## src/rtl/frame_pkg.sv

```systemverilog
// Shared types and helpers for the frame arbiter slice.
package frame_pkg;

  typedef enum logic [1:0] {
    ErrNone     = 2'd0,
    ErrOrphan   = 2'd1,
    ErrEarlySop = 2'd2,
    ErrOverlen  = 2'd3
  } err_code_t;

  typedef enum logic [1:0] {
    StIdle,
    StBusy,
    StDrain
  } arb_state_t;

  // Width of a requester index; never zero so a 1-requester build still elaborates.
  function automatic int unsigned grant_width(int unsigned num_req);
    return (num_req > 1) ? $clog2(num_req) : 1;
  endfunction

  localparam int unsigned GRANT_W = grant_width(4);

endpackage

```

## src/rtl/frame_rr_pick.sv

```systemverilog
// Combinational round-robin picker: first request strictly after the last grant, cyclic.
module frame_rr_pick
  import frame_pkg::*;
#(
  parameter int unsigned NUM_REQ = 4
) (
  input  logic [NUM_REQ-1:0]              req_i,
  input  logic [grant_width(NUM_REQ)-1:0] last_i,
  output logic [NUM_REQ-1:0]              win_oh_o,
  output logic [grant_width(NUM_REQ)-1:0] win_idx_o,
  output logic                            any_o
);

  localparam int unsigned GW = grant_width(NUM_REQ);

  logic [GW-1:0] idx;
  logic          found;

  always_comb begin
    win_oh_o  = '0;
    win_idx_o = '0;
    idx       = '0;
    found     = 1'b0;
    for (int unsigned off = 1; off <= NUM_REQ; off++) begin
      idx = GW'((32'(last_i) + off) % NUM_REQ);
      if (!found && req_i[idx]) begin
        found         = 1'b1;
        win_oh_o[idx] = 1'b1;
        win_idx_o     = idx;
      end
    end
    any_o = found;
  end

endmodule

```

## src/rtl/frame_arbiter.sv

```systemverilog
// Frame-boundary round-robin arbiter that also repairs malformed frames
// (orphan beats, missing eop, overlong frames) and reports each repair.
module frame_arbiter
  import frame_pkg::*;
#(
  parameter int unsigned NUM_REQ       = 4,
  parameter int unsigned MAX_FRAME_LEN = 256
) (
  input  logic                            i_clk,
  input  logic                            i_arst_n,
  input  logic [NUM_REQ-1:0]              i_valid,
  input  logic [NUM_REQ-1:0]              i_sop,
  input  logic [NUM_REQ-1:0]              i_eop,
  output logic [NUM_REQ-1:0]              o_ready,
  output logic                            o_valid,
  output logic                            o_sop,
  output logic                            o_eop,
  output logic [grant_width(NUM_REQ)-1:0] o_grant,
  output logic                            o_busy,
  output logic                            o_err,
  output logic [1:0]                      o_errCode
);

  localparam int unsigned GW = grant_width(NUM_REQ);
  localparam int unsigned CW = $clog2(MAX_FRAME_LEN + 1);
  localparam logic [CW-1:0] LastCnt = CW'(MAX_FRAME_LEN - 1);

  arb_state_t    state_q, state_d;
  logic [GW-1:0] grant_q, grant_d;
  logic [CW-1:0] cnt_q, cnt_d;
  logic [GW-1:0] ptr_q, ptr_d;

  logic          valid_q, sop_q, eop_q, err_q;
  logic [GW-1:0] out_grant_q;
  err_code_t     err_code_q;

  logic          fwd_valid, fwd_sop, fwd_eop;
  logic [GW-1:0] fwd_grant;
  logic          err_orphan, err_early, err_over;
  err_code_t     err_code_d;
  logic [NUM_REQ-1:0] ready;

  logic [NUM_REQ-1:0] pick_oh;
  logic [GW-1:0]      pick_idx;
  logic               pick_any;

  frame_rr_pick #(
    .NUM_REQ(NUM_REQ)
  ) u_pick (
    .req_i    (i_valid & i_sop),
    .last_i   (ptr_q),
    .win_oh_o (pick_oh),
    .win_idx_o(pick_idx),
    .any_o    (pick_any)
  );

  always_comb begin
    state_d    = state_q;
    grant_d    = grant_q;
    cnt_d      = cnt_q;
    ptr_d      = ptr_q;
    ready      = '0;
    fwd_valid  = 1'b0;
    fwd_sop    = 1'b0;
    fwd_eop    = 1'b0;
    fwd_grant  = '0;
    err_orphan = 1'b0;
    err_early  = 1'b0;
    err_over   = 1'b0;

    unique case (state_q)
      StIdle: begin
        // Orphans are swallowed in parallel with whatever grant is made.
        ready      = i_valid & ~i_sop;
        err_orphan = |(i_valid & ~i_sop);
        if (pick_any) begin
          ready     = ready | pick_oh;
          fwd_valid = 1'b1;
          fwd_sop   = 1'b1;
          fwd_eop   = i_eop[pick_idx];
          fwd_grant = pick_idx;
          if (i_eop[pick_idx]) begin
            ptr_d = pick_idx;
          end else begin
            state_d = StBusy;
            grant_d = pick_idx;
            cnt_d   = CW'(1);
          end
        end
      end

      StBusy: begin
        if (i_valid[grant_q]) begin
          fwd_valid = 1'b1;
          fwd_grant = grant_q;
          if (i_sop[grant_q]) begin
            // Close the open frame with a synthetic eop; the new sop waits for arbitration.
            fwd_eop   = 1'b1;
            err_early = 1'b1;
            state_d   = StIdle;
            ptr_d     = grant_q;
          end else begin
            ready[grant_q] = 1'b1;
            if (i_eop[grant_q]) begin
              fwd_eop = 1'b1;
              state_d = StIdle;
              ptr_d   = grant_q;
            end else if (cnt_q == LastCnt) begin
              fwd_eop  = 1'b1;
              err_over = 1'b1;
              state_d  = StDrain;
              ptr_d    = grant_q;
            end else begin
              cnt_d = cnt_q + CW'(1);
            end
          end
        end
      end

      StDrain: begin
        if (i_valid[grant_q]) begin
          if (i_sop[grant_q]) begin
            state_d = StIdle;
          end else begin
            ready[grant_q] = 1'b1;
            if (i_eop[grant_q]) state_d = StIdle;
          end
        end
      end

      default: state_d = StIdle;
    endcase

    if (err_over)        err_code_d = ErrOverlen;
    else if (err_early)  err_code_d = ErrEarlySop;
    else if (err_orphan) err_code_d = ErrOrphan;
    else                 err_code_d = ErrNone;
  end

  always_ff @(posedge i_clk) begin
    if (!i_arst_n) begin
      state_q     <= StIdle;
      grant_q     <= '0;
      cnt_q       <= '0;
      ptr_q       <= GW'(NUM_REQ - 1);
      valid_q     <= 1'b0;
      sop_q       <= 1'b0;
      eop_q       <= 1'b0;
      out_grant_q <= '0;
      err_q       <= 1'b0;
      err_code_q  <= ErrNone;
    end else begin
      state_q     <= state_d;
      grant_q     <= grant_d;
      cnt_q       <= cnt_d;
      ptr_q       <= ptr_d;
      valid_q     <= fwd_valid;
      sop_q       <= fwd_sop;
      eop_q       <= fwd_eop;
      out_grant_q <= fwd_grant;
      err_q       <= err_orphan | err_early | err_over;
      err_code_q  <= err_code_d;
    end
  end

  assign o_ready   = ready;
  assign o_valid   = valid_q;
  assign o_sop     = sop_q;
  assign o_eop     = eop_q;
  assign o_grant   = out_grant_q;
  assign o_busy    = (state_q == StBusy);
  assign o_err     = err_q;
  assign o_errCode = err_code_q;

endmodule
```

## config.mk

```make
export PLATFORM = sky130hd
export DESIGN_NAME = frame_arbiter
export DESIGN_NICKNAME = d
export VERILOG_FILES = /design/src/rtl/frame_pkg.sv /design/src/rtl/frame_rr_pick.sv /design/src/rtl/frame_arbiter.sv
export SDC_FILE = /design/constraint.sdc
export NUM_CORES = 1
export LEC_CHECK = 0
export CAP_MARGIN = 5
export CORE_AREA = 2 2 57 112
export DETAILED_ROUTE_END_ITERATION = 12
export DIE_AREA = 0 0 59 114
export GPL_TIMING_DRIVEN = 0
export PLACE_DENSITY = 0.66
export REMOVE_ABC_BUFFERS = 1
export SLEW_MARGIN = 20
export SYNTH_ARGS = -nofsm -noshare
export SYNTH_HDL_FRONTEND = slang
export SYNTH_SLANG_ARGS = --single-unit
```

## constraint.sdc

```tcl
create_clock -name i_clk -period 3.9 [get_ports i_clk]
set_input_delay 0.78 -clock i_clk [delete_from_list [all_inputs] [get_ports i_clk]]
set_output_delay 0.78 -clock i_clk [all_outputs]
set_load 0.02 [all_outputs]
```

# Yosys cells after proc, flatten, opt, wreduce, memory -nomap -nowiden
# Index checks and enable logic that the tools add are counted.
# W data, S select, Z words.
dict set report classes {
  add_sub_neg 5
  magnitude_cmp 11
  n_eq_ne 13
  n_mux 89
  n_bitwise 10
  reduce_logical 20
}
# operator n
set op_table {}
lappend op_table {{$mux W9} 6}
lappend op_table {{$mux W2} 23}
lappend op_table {{$mux W1} 33}
lappend op_table {{$mux W4} 7}
lappend op_table {{$lt A2 B3 Y1 const B} 6}
lappend op_table {{$pmux W9 S2} 1}
lappend op_table {{$bmux W1 S2} 8}
lappend op_table {{$or A4 B4 Y4} 4}
lappend op_table {{$ne A2 B2 Y1 const B} 7}
lappend op_table {{$demux W1 S2} 5}
lappend op_table {{$ge A2 B1 Y1 const B} 5}
lappend op_table {{$add A9 B1 Y9 const B} 1}
lappend op_table {{$eq A9 B8 Y1 const B} 1}
lappend op_table {{$and A4 B4 Y4} 2}
lappend op_table {{$logic_and A1 B1 Y1} 8}
lappend op_table {{$pmux W2 S2} 2}
lappend op_table {{$pmux W4 S2} 1}
lappend op_table {{$reduce_and A7 Y1} 1}
lappend op_table {{$pmux W2 S3} 1}
lappend op_table {{$reduce_and A6 Y1} 1}
lappend op_table {{$reduce_and A5 Y1} 1}
lappend op_table {{$add A2 B1 Y2 const B} 2}
lappend op_table {{$add A2 B2 Y2 const B} 2}
lappend op_table {{$ne A4 B1 Y1 const B} 1}
lappend op_table {{other kinds (15)} 19}
dict set report word_totals {
  reg_bits 23
  inputBits 14
}

# Depth between registers and ports, before layout
dict set report logic_depth {
  word_depth 18
  ltp_mapped 12
  ltp_nobuf 11
}

# Cells and area by module
# From an unflattened synthesis, not the netlist that was laid out.
dict set report hier_totals {
  cells_unflattened 267
  hier_area_um2 2123.3
}
# module instances cells_each area_each_um2 seq_area_each_um2
set by_module_without_submodules {}
lappend by_module_without_submodules {frame_arbiter 1 181 1493.9 460.4}
lappend by_module_without_submodules {frame_rr_pick 1 86 629.4 0.0}

# Worst setup path after synthesis
# No wires, ideal clock.
dict set report synth_path {
  path_kind {flip-flop to output port}
  start {register ptr_q[0]}
  end {output port o_ready[1]}
  t_arrival_ns 2.478
  t_required_ns 3.120
  slack_ns 0.642
  stages_incl_launch_ff 12
  n_path_buf 2
  path_cell_list {dfxtp_1 buf_2 inv_2 buf_2 ha_1 inv_1 nor3_1 nor3_1 a311oi_1 a221o_1 nand2_1 a21oi_1}
}
dict set report synth_via {
  elab_chain_len 16
  elab_cells_between_ends 52
}
# element line
set synth_lines {}
lappend synth_lines {{start: declaration} frame_arbiter.sv:31} ;# logic [GW-1:0] ptr_q, ptr_d;
lappend synth_lines {{start signal: assignment} frame_arbiter.sv:145} ;# ptr_q <= GW'(NUM_REQ - 1);
lappend synth_lines {{start signal: assignment} frame_arbiter.sv:156} ;# ptr_q <= ptr_d;
lappend synth_lines {{parallel branches: the longest is 14 deep, another holds $lt A2 B3 Y1} n/a}
lappend synth_lines {{$mux W4 *} frame_arbiter.sv:76} ;# if (pick_any) begin
lappend synth_lines {{$pmux W4 S2 *} frame_arbiter.sv:71} ;# unique case (state_q)
lappend synth_lines {{end: declaration} frame_arbiter.sv:14} ;# output logic [NUM_REQ-1:0] o_ready,
# Mark *: on every way between the ends. The select of a mux whose other input is x is not followed.

# Worst setup path after layout
dict set report layout_path {
  start {input port i_sop[2]}
  end {output port o_ready[1]}
}
dict set report layout_via {
  elab_chain_len 16
  elab_cells_between_ends 33
}
# element line
set layout_lines {}
lappend layout_lines {{start: declaration} frame_arbiter.sv:12} ;# input logic [NUM_REQ-1:0] i_sop,
lappend layout_lines {{$and A4 B4 Y4} frame_arbiter.sv:50} ;# .req_i (i_valid & i_sop),
lappend layout_lines {{$bmux W1 S2} frame_rr_pick.sv:26} ;# if (!found && req_i[idx]) begin
lappend layout_lines {{$mux W1 (implied by the code)} frame_rr_pick.sv:26}
lappend layout_lines {{$mux W1} frame_rr_pick.sv:26}
lappend layout_lines {{$logic_not A1 Y1} frame_rr_pick.sv:26}
lappend layout_lines {{$logic_and A1 B1 Y1} frame_rr_pick.sv:26}
lappend layout_lines {{$mux W1} frame_rr_pick.sv:26}
lappend layout_lines {{$logic_not A1 Y1} frame_rr_pick.sv:26}
lappend layout_lines {{$logic_and A1 B1 Y1} frame_rr_pick.sv:26}
lappend layout_lines {{$mux W1} frame_rr_pick.sv:26}
lappend layout_lines {{$logic_not A1 Y1} frame_rr_pick.sv:26}
lappend layout_lines {{$logic_and A1 B1 Y1} frame_rr_pick.sv:26}
lappend layout_lines {{$mux W4} frame_rr_pick.sv:26}
lappend layout_lines {{$or A4 B4 Y4} frame_arbiter.sv:77} ;# ready = ready | pick_oh;
lappend layout_lines {{$mux W4} frame_arbiter.sv:76}
lappend layout_lines {{$pmux W4 S2 *} frame_arbiter.sv:71}
# Mark *: on every way between the ends. The rest lies on a longest branch, timed or not. The select of a mux whose other input is x is not followed.

==> flow_summary.html <==
<table>
<tr><th>Metric</th><th>Value</th></tr>
<tr><th colspan="2">Place</th></tr>
<tr><td>Dpl cell area</td><td>2436 um^2</td></tr>
<tr><td>DP Cell Count</td><td>343</td></tr>
<tr><td>Final estimated routing congestion in global placement</td><td>0.9345</td></tr>
<tr><td>HPWL after DPL</td><td>4151 um</td></tr>
<tr><td>Post-placement worst setup slack</td><td>-0.5806 ns</td></tr>
<tr><td>Port Buffer Count</td><td>26</td></tr>
<tr><th colspan="2">Global routing</th></tr>
<tr><td>Global-route wire length before repair</td><td>9673 um</td></tr>
<tr><td>Pin count of the biggest net entering global routing</td><td>32</td></tr>
<tr><td>Number of global-route vias before repair</td><td>2081</td></tr>
<tr><td>Overall Global Routing Usage</td><td>0.1764</td></tr>
<tr><td>Final global-route overflow total</td><td>0</td></tr>
<tr><td>Number of antenna violations at the first check in global routing</td><td>0</td></tr>
<tr><th colspan="2">Synth</th></tr>
<tr><td>Count leader, synth</td><td>sky130_fd_sc_hd__nand2_1</td></tr>
<tr><td>Area share of the largest cell type after synthesis</td><td>0.2146</td></tr>
<tr><td>Top cells by area in the synthesized netlist</td><td>sky130_fd_sc_hd__dfxtp_1 (21%), sky130_fd_sc_hd__ha_1 (8.2%), sky130_fd_sc_hd__mux4_2 (6.3%), sky130_fd_sc_hd__nand2_1 (5.9%), sky130_fd_sc_hd__nand3_1 (4.2%)</td></tr>
<tr><td>Commonest cells in the synthesized netlist</td><td>sky130_fd_sc_hd__nand2_1 (34), sky130_fd_sc_hd__dfxtp_1 (23), sky130_fd_sc_hd__nand3_1 (18)</td></tr>
<tr><td>Warning count from the yosys run</td><td>0</td></tr>
<tr><td>Number of distinct library cells after synthesis</td><td>58</td></tr>
<tr><td>Main synth FF type</td><td>sky130_fd_sc_hd__dfxtp_1</td></tr>
<tr><td>Number of synthesized register bits</td><td>23</td></tr>
<tr><td>Sequential fraction of the synthesis area</td><td>0.2146</td></tr>
<tr><td>Synth Area per Inst</td><td>8.067 um^2</td></tr>
<tr><td>Async set-reset flop share out of synthesis</td><td>0</td></tr>
<tr><td>Largest area contributor in the synthesized netlist</td><td>sky130_fd_sc_hd__dfxtp_1</td></tr>
<tr><td>Number of synthesized flops with an enable pin</td><td>0</td></tr>
<tr><td>Post-synth design cell area</td><td>2146 um^2</td></tr>
<tr><td>Gate count of the mapped netlist</td><td>266</td></tr>
<tr><th colspan="2">Worst setup path</th></tr>
<tr><td>Required time reported for the critical path endpoint</td><td>between 3 and 4 ns</td></tr>
<tr><td>Cell type of the slowest stage on the worst timing path</td><td>sky130_fd_sc_hd__mux4_2</td></tr>
<tr><td>Number of cells traversed by the worst register-to-register path</td><td>10</td></tr>
<tr><td>Top Family by Delay on Critical Path</td><td>buffers and inverters</td></tr>
<tr><td>Critical path origin</td><td>i_sop[2]</td></tr>
<tr><td>CP Buf/Inv Count</td><td>2</td></tr>
<tr><td>Endpoint of the worst register-to-register path</td><td>cnt_q[5]</td></tr>
<tr><td>Delay of the slowest critical-path stage</td><td>between 0.5 and 0.6 ns</td></tr>
<tr><td>Type of origin of the critical path</td><td>primary input</td></tr>
<tr><td>Critical setup path kind</td><td>primary input to primary output</td></tr>
<tr><td>Reg-to-reg startpoint</td><td>ptr_q[0]</td></tr>
<tr><td>Worst R2R Setup Slack</td><td>0.54 ns</td></tr>
<tr><td>Path length in cells of the critical path</td><td>9</td></tr>
<tr><td>Crit path cell chain</td><td>dlygate4sd2_1 &gt; and2_2 &gt; mux4_2 &gt; nand2b_4 &gt; o21ai_0 &gt; a221o_1 &gt; nand2_1 &gt; a21oi_1 &gt; clkdlybuf4s15_2</td></tr>
<tr><td>Kind of end point of the critical path</td><td>primary output</td></tr>
<tr><td>Data arrival time at the worst-slack endpoint</td><td>a little under 3 ns</td></tr>
<tr><td>Largest fanout on the critical path</td><td>7</td></tr>
<tr><th colspan="2">Routing</th></tr>
<tr><td>Iter 0 DRT Violations</td><td>90</td></tr>
<tr><td>Number of remaining DRC errors</td><td>0</td></tr>
<tr><td>Total iterations of the first detailed-routing run</td><td>4</td></tr>
<tr><td>Detailed-route wire length</td><td>5696 um</td></tr>
<tr><td>Antenna Violating Nets Remaining</td><td>0</td></tr>
<tr><td>Avg WL per Cell</td><td>16.18 um</td></tr>
<tr><td>Vias/cell</td><td>roughly 6.2</td></tr>
<tr><td>Count of vias placed by the detailed router</td><td>2167</td></tr>
<tr><th colspan="2">Floorplanning</th></tr>
<tr><td>Die Height</td><td>around 110 um</td></tr>
<tr><td>Boundary pin count</td><td>27</td></tr>
<tr><td>X dimension of the die</td><td>59 um</td></tr>
<tr><td>Core Rows</td><td>40</td></tr>
<tr><td>Floorplan die area</td><td>6726 um^2</td></tr>
<tr><td>Area of the core</td><td>roughly 5900 um^2</td></tr>
<tr><td>Starting density of the core</td><td>0.3633</td></tr>
<tr><th colspan="2">Power</th></tr>
<tr><td>Combinational share of power</td><td>0.624</td></tr>
<tr><td>PD cells</td><td>582.8 nW/um^2</td></tr>
<tr><td>Clock share of power</td><td>0.144</td></tr>
<tr><td>Switching share of power</td><td>0.4646</td></tr>
<tr><td>Leak Pwr</td><td>roughly 1.1 nW</td></tr>
<tr><td>Int Power</td><td>roughly 0.0008 W</td></tr>
<tr><td>Reported net switching power</td><td>0.0007016 W</td></tr>
<tr><td>Maximum vdd ir drop</td><td>392.0 uV</td></tr>
<tr><td>Reg power frac</td><td>0.232</td></tr>
<tr><th colspan="2">STA</th></tr>
<tr><td>Layout Skew</td><td>0.001264 ns</td></tr>
<tr><td>Highest achievable clock rate</td><td>between 200 and 300 MHz</td></tr>
<tr><td>Final worst-path cycle share</td><td>0.9511</td></tr>
<tr><td>Final Max Tran Viols</td><td>0</td></tr>
<tr><td>Post-layout min period</td><td>3.709 ns</td></tr>
<tr><td>Final-report setup violation count</td><td>0</td></tr>
<tr><td>Slew of the pin with the lowest slew margin</td><td>0.9929 ns</td></tr>
<tr><td>Minimum setup slack in the final design</td><td>between 0.15 and 0.2 ns</td></tr>
<tr><td>Slew margin rel.</td><td>0.3360</td></tr>
<tr><td>Setup TNS</td><td>0 ns</td></tr>
<tr><td>Number of hold-slack violations in the final timing report</td><td>0</td></tr>
<tr><td>RSZ-0062 raised after global routing</td><td>no</td></tr>
<tr><th colspan="2">Final layout</th></tr>
<tr><td>Final non-filler cell total</td><td>around 350</td></tr>
<tr><td>Inserted Diodes</td><td>0</td></tr>
<tr><td>Number of nets in the layout</td><td>318</td></tr>
<tr><td>Fillers</td><td>600</td></tr>
<tr><td>Layout overhead on the synthesized area</td><td>20.76%</td></tr>
<tr><td>Total non-filler cell area in the finished layout</td><td>2591 um^2</td></tr>
<tr><td>Share of layout cells above drive strength 1</td><td>0.1280</td></tr>
<tr><th colspan="2">Clock tree</th></tr>
<tr><td>Clock root buffer</td><td>sky130_fd_sc_hd__clkbuf_16</td></tr>
<tr><td>Hold_buf cts</td><td>0</td></tr>
<tr><td>H-Tree Level Count</td><td>1</td></tr>
<tr><td>Latest clock arrival within the worst-skew pair</td><td>0.25 ns</td></tr>
<tr><td>Clock sink count</td><td>23</td></tr>
<tr><td>Max clock buf depth</td><td>2</td></tr>
<tr><td>Clock transition time at the flip-flop clock pins of the worst setup and hold paths</td><td>approximately 0.060 ns</td></tr>
<tr><td>TritonCTS clock tree</td><td>done</td></tr>
<tr><td>Clock buffers created by TritonCTS</td><td>3</td></tr>
<tr><th colspan="2">Worst hold path</th></tr>
<tr><td>Hold crit path type</td><td>register to register</td></tr>
<tr><td>Number of cells on the worst hold path</td><td>2</td></tr>
<tr><td>Launch instance of the worst min-delay path</td><td>cnt_q[8]</td></tr>
<tr><td>End of the worst hold path</td><td>cnt_q[8]</td></tr>
<tr><th colspan="2">Run</th></tr>
<tr><td>Total of max-cap violations</td><td>0</td></tr>
<tr><th colspan="2">Outcome</th></tr>
<tr><td>Status</td><td>finished clean</td></tr>
</table>
through the flow:
step / hold WS, ns / total power (W) / util
6_report: 0.4666 / 0.001510 / 0.4388
5_1_grt: 0.4884 / 0.001627 / 0.4388
4_1_cts: 0.4715 / 0.001502 / 0.4341
3_5_place_dp: 0.4636 / 0.001268 / 0.4125
3_3_place_gp: 0.4459 / 0.001245 / 0.4125
2_1_floorplan: 0.4347 / 0.0009872 / -
state kept, by name, summed over array words and instances (netlist names), 2 cells and up:
register   count
grant_q        2
o_errCode      2
o_grant        2
ptr_q          2
cnt_q          9
state_q        2
cells by family (layout without fill, tap and decap cells):
kind of cell / Yosys count / count (layout) / synth area share
adder cells (fa/ha/maj): 14 / 14 / 0.08163
AO/OA/AOI/OAI: 79 / 79 / 0.2916
flip-flops: 23 / 23 / 0.2146
multiplexers: 14 / 14 / 0.1003
buffers and inverters: 24 / 47 / 0.04373
AND/OR/NAND/NOR: 112 / 112 / 0.2682
metal layers:
metal / up-vias / share of wire / global-route usage / wire, um
met5: - / 0 / 0 / 0
met4: 0 / 0.014 / 0.05303 / 78
met3: 10 / 0.061 / 0.02948 / 347
met2: 80 / 0.49 / 0.2881 / 2806
met1: 1027 / 0.43 / 0.2333 / 2463
li1: 1050 / - / - / -
cell type report:
type / count / area, um^2 / area share
repair buffers: 31 / 301.5 / 0.1164
flip-flops and latches: 23 / 465.4 / 0.1796
multi-input cells: 219 / 1622 / 0.6258
inverters: 12 / 45.04 / 0.01738
clock buffers: 4 / 78.83 / 0.03042
well taps: 63 / 78.83 / 0.03042
worst register-to-register path, cell delays in order, from the launching register on:
cell and delay, ns:
sky130_fd_sc_hd__dfxtp_4 0.44, sky130_fd_sc_hd__inv_2 0.17, sky130_fd_sc_hd__ha_1 0.39, sky130_fd_sc_hd__inv_1 0.11, sky130_fd_sc_hd__mux4_2 0.38, sky130_fd_sc_hd__nand2b_4 0.21, sky130_fd_sc_hd__a311o_1 0.30, sky130_fd_sc_hd__a311oi_4 0.46
sky130_fd_sc_hd__o211ai_4 0.18, sky130_fd_sc_hd__a2111oi_4 0.41, sky130_fd_sc_hd__mux2i_1 0.21
worst max-delay path by stage:
stage	to	slack (ns)
floorplan	o_ready[1]	0.44
global placement	o_ready[3]	-0.51
detailed placement	o_ready[0]	-0.58
CTS	o_ready[3]	0.009
global route	o_ready[3]	0.03
finish	o_ready[1]	0.19
power by group through the flow:
stage	Clock, W	Combinational, W	Sequential (W)
after floorplan	0	0.000615	0.000372
after global placement	0	0.000889	0.000356
after detailed placement	0	0.000908	0.000359
after CTS	0.000223	0.000925	0.000354
after global routing	0.000235	0.00103	0.000358
final	0.000218	0.000943	0.000350
repair_timing:
item	in CTS	in global routing
gates resized for setup	25	9
setup endpoints to repair	10	4
setup buffers	4	1
pin swaps	2	1
cell usage in the layout (no fill, tap or decap), drive strengths merged, types with 7 or more instances in the layout:
cell / count
nand2: 34
dfxtp: 23
nand3: 18
a21oi: 17
nor2: 15
ha: 14
clkdlybuf4s50: 14
o21ai: 13
inv: 12
nor3: 11
mux2i: 8
and2: 7
(Power assumes the default switching activity.)
==> variant 1 (same settings) <==
Set the parameter `MAX_FRAME_LEN` to 512 (it was 256).
--- a/src/rtl/frame_arbiter.sv
+++ b/src/rtl/frame_arbiter.sv
@@ -6,3 +6,3 @@
   parameter int unsigned NUM_REQ       = 4,
-  parameter int unsigned MAX_FRAME_LEN = 256
+  parameter int unsigned MAX_FRAME_LEN = 512
 ) (
Formal check against the unedited RTL: no difference found for any inputs over 4 cycles, from zero or initial values and one cycle with i_arst_n low; that may be too few to reach the edited logic, so the function may still have changed.
==> variant 1 against the original RTL <==
- routed wire length decreased by 11%
- synthesized area shrank 6.8%
- critical path type is now reg2out
- setup slack got worse by 0.069 ns
- design area shrank 4.4%
- sequential cell count is 1 higher
- total power up 11%
- critical path depth is the same
- global-route usage is 2.4 points lower
- worst hold slack better by 0.021 ns
- first-iteration DRC count is 12% higher
- register-to-register slack worse by 0.11 ns
==> variant 1: results (changes against the original RTL) <==
synth_area_leaders: "dfxtp_1, ha_1, a21oi_1"
hold_start: "cnt_q[9]$_SDFFE_PN0P_"
ir_drop_uv: 313  # -20%
via_count: 1999  # -7.8%
crit_slowest_cell: "dfxtp_2"
dp_hpwl_mm: 3.64  # -12%
dp_cells: 316  # -7.9%
place_area_um2: 2280  # -6.2%
status: "finished clean"
largest_reg_flops: 10  # +1
cp-endpoint: "o_ready[3]"
hold_end: "cnt_q[9]$_SDFFE_PN0P_"
cellLeakagePower_nw: 0.951  # -9.7%
worst_pin_slew_ns: 0.662  # -0.331 ns
sw_frac_of_total: 0.447  # -0.0173
power_frac_comb: 0.610  # -0.014
p_total_mw: 1.67  # +11%
r2r-end: "cnt_q[3]$_SDFFE_PN0P_"
cp.arrival_ns: 3.00  # +0.07 ns
cp_max_fo: 12  # +5
ys_seq_area_frac: 0.240  # +0.0256
synth_cell_types: 65  # +12%
p_seq_frac: 0.215  # -0.017
drive_above_1_share: 0.188  # +0.0599
pre_cts_slack_ns: -0.691  # -0.111 ns
fin_ws_ns: 0.122  # -0.0686 ns
grt_max_degree: 20  # -38%
crit_start: "ptr_q[1]$_SDFFE_PN1P_"
grt_pass1_vias: 1821  # -12%
grt_usage: 0.152  # -0.0243
crit_family: "compound AO/OA/AOI/OAI gates"
fin_hold_ws_ns: 0.488  # +0.0211 ns
==> variant 1: what timing repair did <==
action | CTS | global route
setup buffers | 1 | 7
pin swaps | 1 | 2
gates resized for setup | 25 | 5
setup endpoints to repair | 14 | 4
cloned | 0 | 1
==> variant 1: logic make-up after synthesis <==
family / count (synthesis) / synth area share
AND/OR/NAND/NOR: 96 / 0.285
AO/OA/AOI/OAI: 75 / 0.261
flip-flops: 24 / 0.240
buffers and inverters: 17 / 0.0444
adder cells (fa/ha/maj): 13 / 0.0813
multiplexers: 10 / 0.0876
==> variant 1: area by class of cell <==
class                   instances  area [um^2]
inverters                       9         33.8
clock buffers                   3         75.1
clock inverters                 1         30.0
well taps                      63         78.8
repair buffers                 34          314
flip-flops and latches         24          485
fillers                       613         3430
multi-input cells             195         1460
==> variant 1: metal layers <==
metal  part of all wire  up-vias  global-route usage
met2               0.49       68               0.237
li1                   -      965                   -
met3              0.046        7              0.0147
met4              0.011        0              0.0394
met5                  0        -                   0
met1               0.45      959               0.222
==> variant 2 (config.mk and constraints unchanged) <==
Made on the original files. Make the reset (`i_arst_n`) asynchronous in one clocked block.
--- a/src/rtl/frame_arbiter.sv
+++ b/src/rtl/frame_arbiter.sv
@@ -139,3 +139,3 @@
 
-  always_ff @(posedge i_clk) begin
+  always_ff @(posedge i_clk or negedge i_arst_n) begin
     if (!i_arst_n) begin
Formal check against the unedited RTL: differs if i_arst_n is asserted again (counterexample within 4 cycles, from zero or initial values and one cycle with i_arst_n low); with i_arst_n held inactive, the same outputs for 4 cycles.
==> variant 2 against the original RTL <==
- count of clock-buffer cells in the layout unchanged
- setup slack got worse by 0.11 ns
- total power increased by 38%
- critical path depth increased by 1
- sequential cell count unchanged
- routed wire length increased by 7.0%
- design area increased by 0.77%
- synthesized area increased by 1.9%
- synthesized cell count decreased by 2.6%
- core utilization increased by 0.34 points
- final cell count decreased by 2.8%
- largest cell class unchanged
- highest routed layer unchanged
==> variant 2: results (changes against the original RTL) <==
wl_met1_mm: 2.69  # +9.3%
grt_max_degree: 24  # -25%
nFillCells: 613  # +2.2%
synth_cell_types: 65  # +12%
ys_seq_area_frac: 0.264  # +0.0499
syn_inst: 259  # -2.6%
wl_mm: 6.10  # +7.0%
ys.flop_type: "dfrtp_1"
ir_drop_uv: 446  # +14%
vias_per_cell: 6.16  # about the same
max_stage_delay_ns: 0.64  # +0.09 ns
dp_cells: 333  # -2.9%
fin_hold_ws_ns: 0.499  # +0.0325 ns
async_reset_ff_frac: 1.00  # +1.00
layout.nets: 308  # -3.1%
grt_util_met1: 0.260  # +0.0267
ys_top_cells_by_count: "nand2_1, o21ai_0, dfrtp_1, nor2_1"
highest_layer: "met4"
fin_cells: 342  # -2.8%
dp_hpwl_mm: 4.27  # +2.8%
crit_slowest_cell: "dfstp_4"
r2r_cells: 11  # +1
grt_usage: 0.193  # +0.0164
grt_pass1_vias: 2134  # +2.5%
pre_cts_slack_ns: -0.835  # -0.255 ns
synth_area_leaders: "dfrtp_1, ha_1, o21ai_0"
cp_max_fo: 12  # +5
numCtsBuffers: 3  # unchanged
wl_met3_um: 281  # -19%
hp-class: "in2async"
fin_area_um2: 2610  # +0.77%
drc_errors: 0  # unchanged
grt_use_met3: 0.0159  # -0.0136
place_area_um2: 2440  # +0.15%
cts_setup_buffers: 5  # +1
drtIter0Drc: 136  # +51%
fin_skew_ns: 0.00454  # +0.00328 ns
status: "finished clean"
route.met2.wl_mm: 3.10  # +10%
grt_pass1_wl_mm: 10.4  # +7.6%
crit_family: "compound AO/OA/AOI/OAI gates"
gp_congestion: 0.858  # -8.2%
clockBufferDepth: 2  # unchanged
use_met2: 0.333  # +0.0444
worst_pin_slew_ns: 0.581  # -0.411 ns
r2r_slack_ns: 0.81  # +0.27 ns
cp.arrival_ns: 3.04  # +0.11 ns
worstReg2RegStart: "ptr_q[0]$_DFFE_PN1P_"
drive_above_1_share: 0.158  # +0.0297
cellLeakagePower_nw: 1.09  # +3.7%
r2r-end: "cnt_q[0]$_DFFE_PN0P_"
cts_resized: 32  # +28%
==> variant 2: changes by cell type in the layout (fill, tap and decap cells not counted), moves of 4 or more <==
cell / before / now
a21oi_1: 16 / 11
dfrtp_1: 0 / 21
dfxtp_1: 21 / 0
dlymetal6s2s_1: 4 / 0
nand2_1: 33 / 27
nand3_1: 18 / 10
nor3_1: 11 / 2
o211a_1: 4 / 0
o21ai_0: 9 / 22
==> variant 2: area by class of cell <==
| cell class | count | area share |
|---|---|---|
| Tap cell | 63 | 0.0302 |
| Clock buffer | 4 | 0.0302 |
| Sequential cell | 23 | 0.223 |
| Inverter | 15 | 0.0235 |
| Timing Repair Buffer | 31 | 0.104 |
| Multi-Input combinational cell | 206 | 0.589 |
==> variant 2: how the worst max path moves through the flow <==
stage / start / cells after the start / slack, ns / end
6_report: ptr_q[0]$_DFFE_PN1P_ / 10 / 0.08 / o_ready[3]
4_1_cts: ptr_q[0]$_DFFE_PN1P_ / 10 / 0.02 / o_ready[3]
5_1_grt: i_valid[3] / 9 / -0.01 / o_ready[3]
3_3_place_gp: ptr_q[0]$_DFFE_PN1P_ / 10 / -0.87 / o_ready[3]
3_5_place_dp: ptr_q[0]$_DFFE_PN1P_ / 10 / -0.84 / o_ready[3]
2_1_floorplan: ptr_q[0]$_DFFE_PN1P_ / 9 / 0.22 / o_ready[3]
==> variant 2: where the power goes <==
part	total (mW)	switching, mW	internal [mW]
combinational	1.45	0.852	0.596
sequential	0.413	0.0797	0.333
clock	0.221	0.0820	0.139
==> variant 2: cell families after synthesis <==
group	count (synthesis)	synth area share
AOI/OAI and AO/OA	82	0.268
xor gates and xnor gates	1	0.00401
adders and majority gates	14	0.0801
buffers and inverters	30	0.0647
DFF	23	0.264
muxes	15	0.0870
and+or+nand+nor	94	0.231
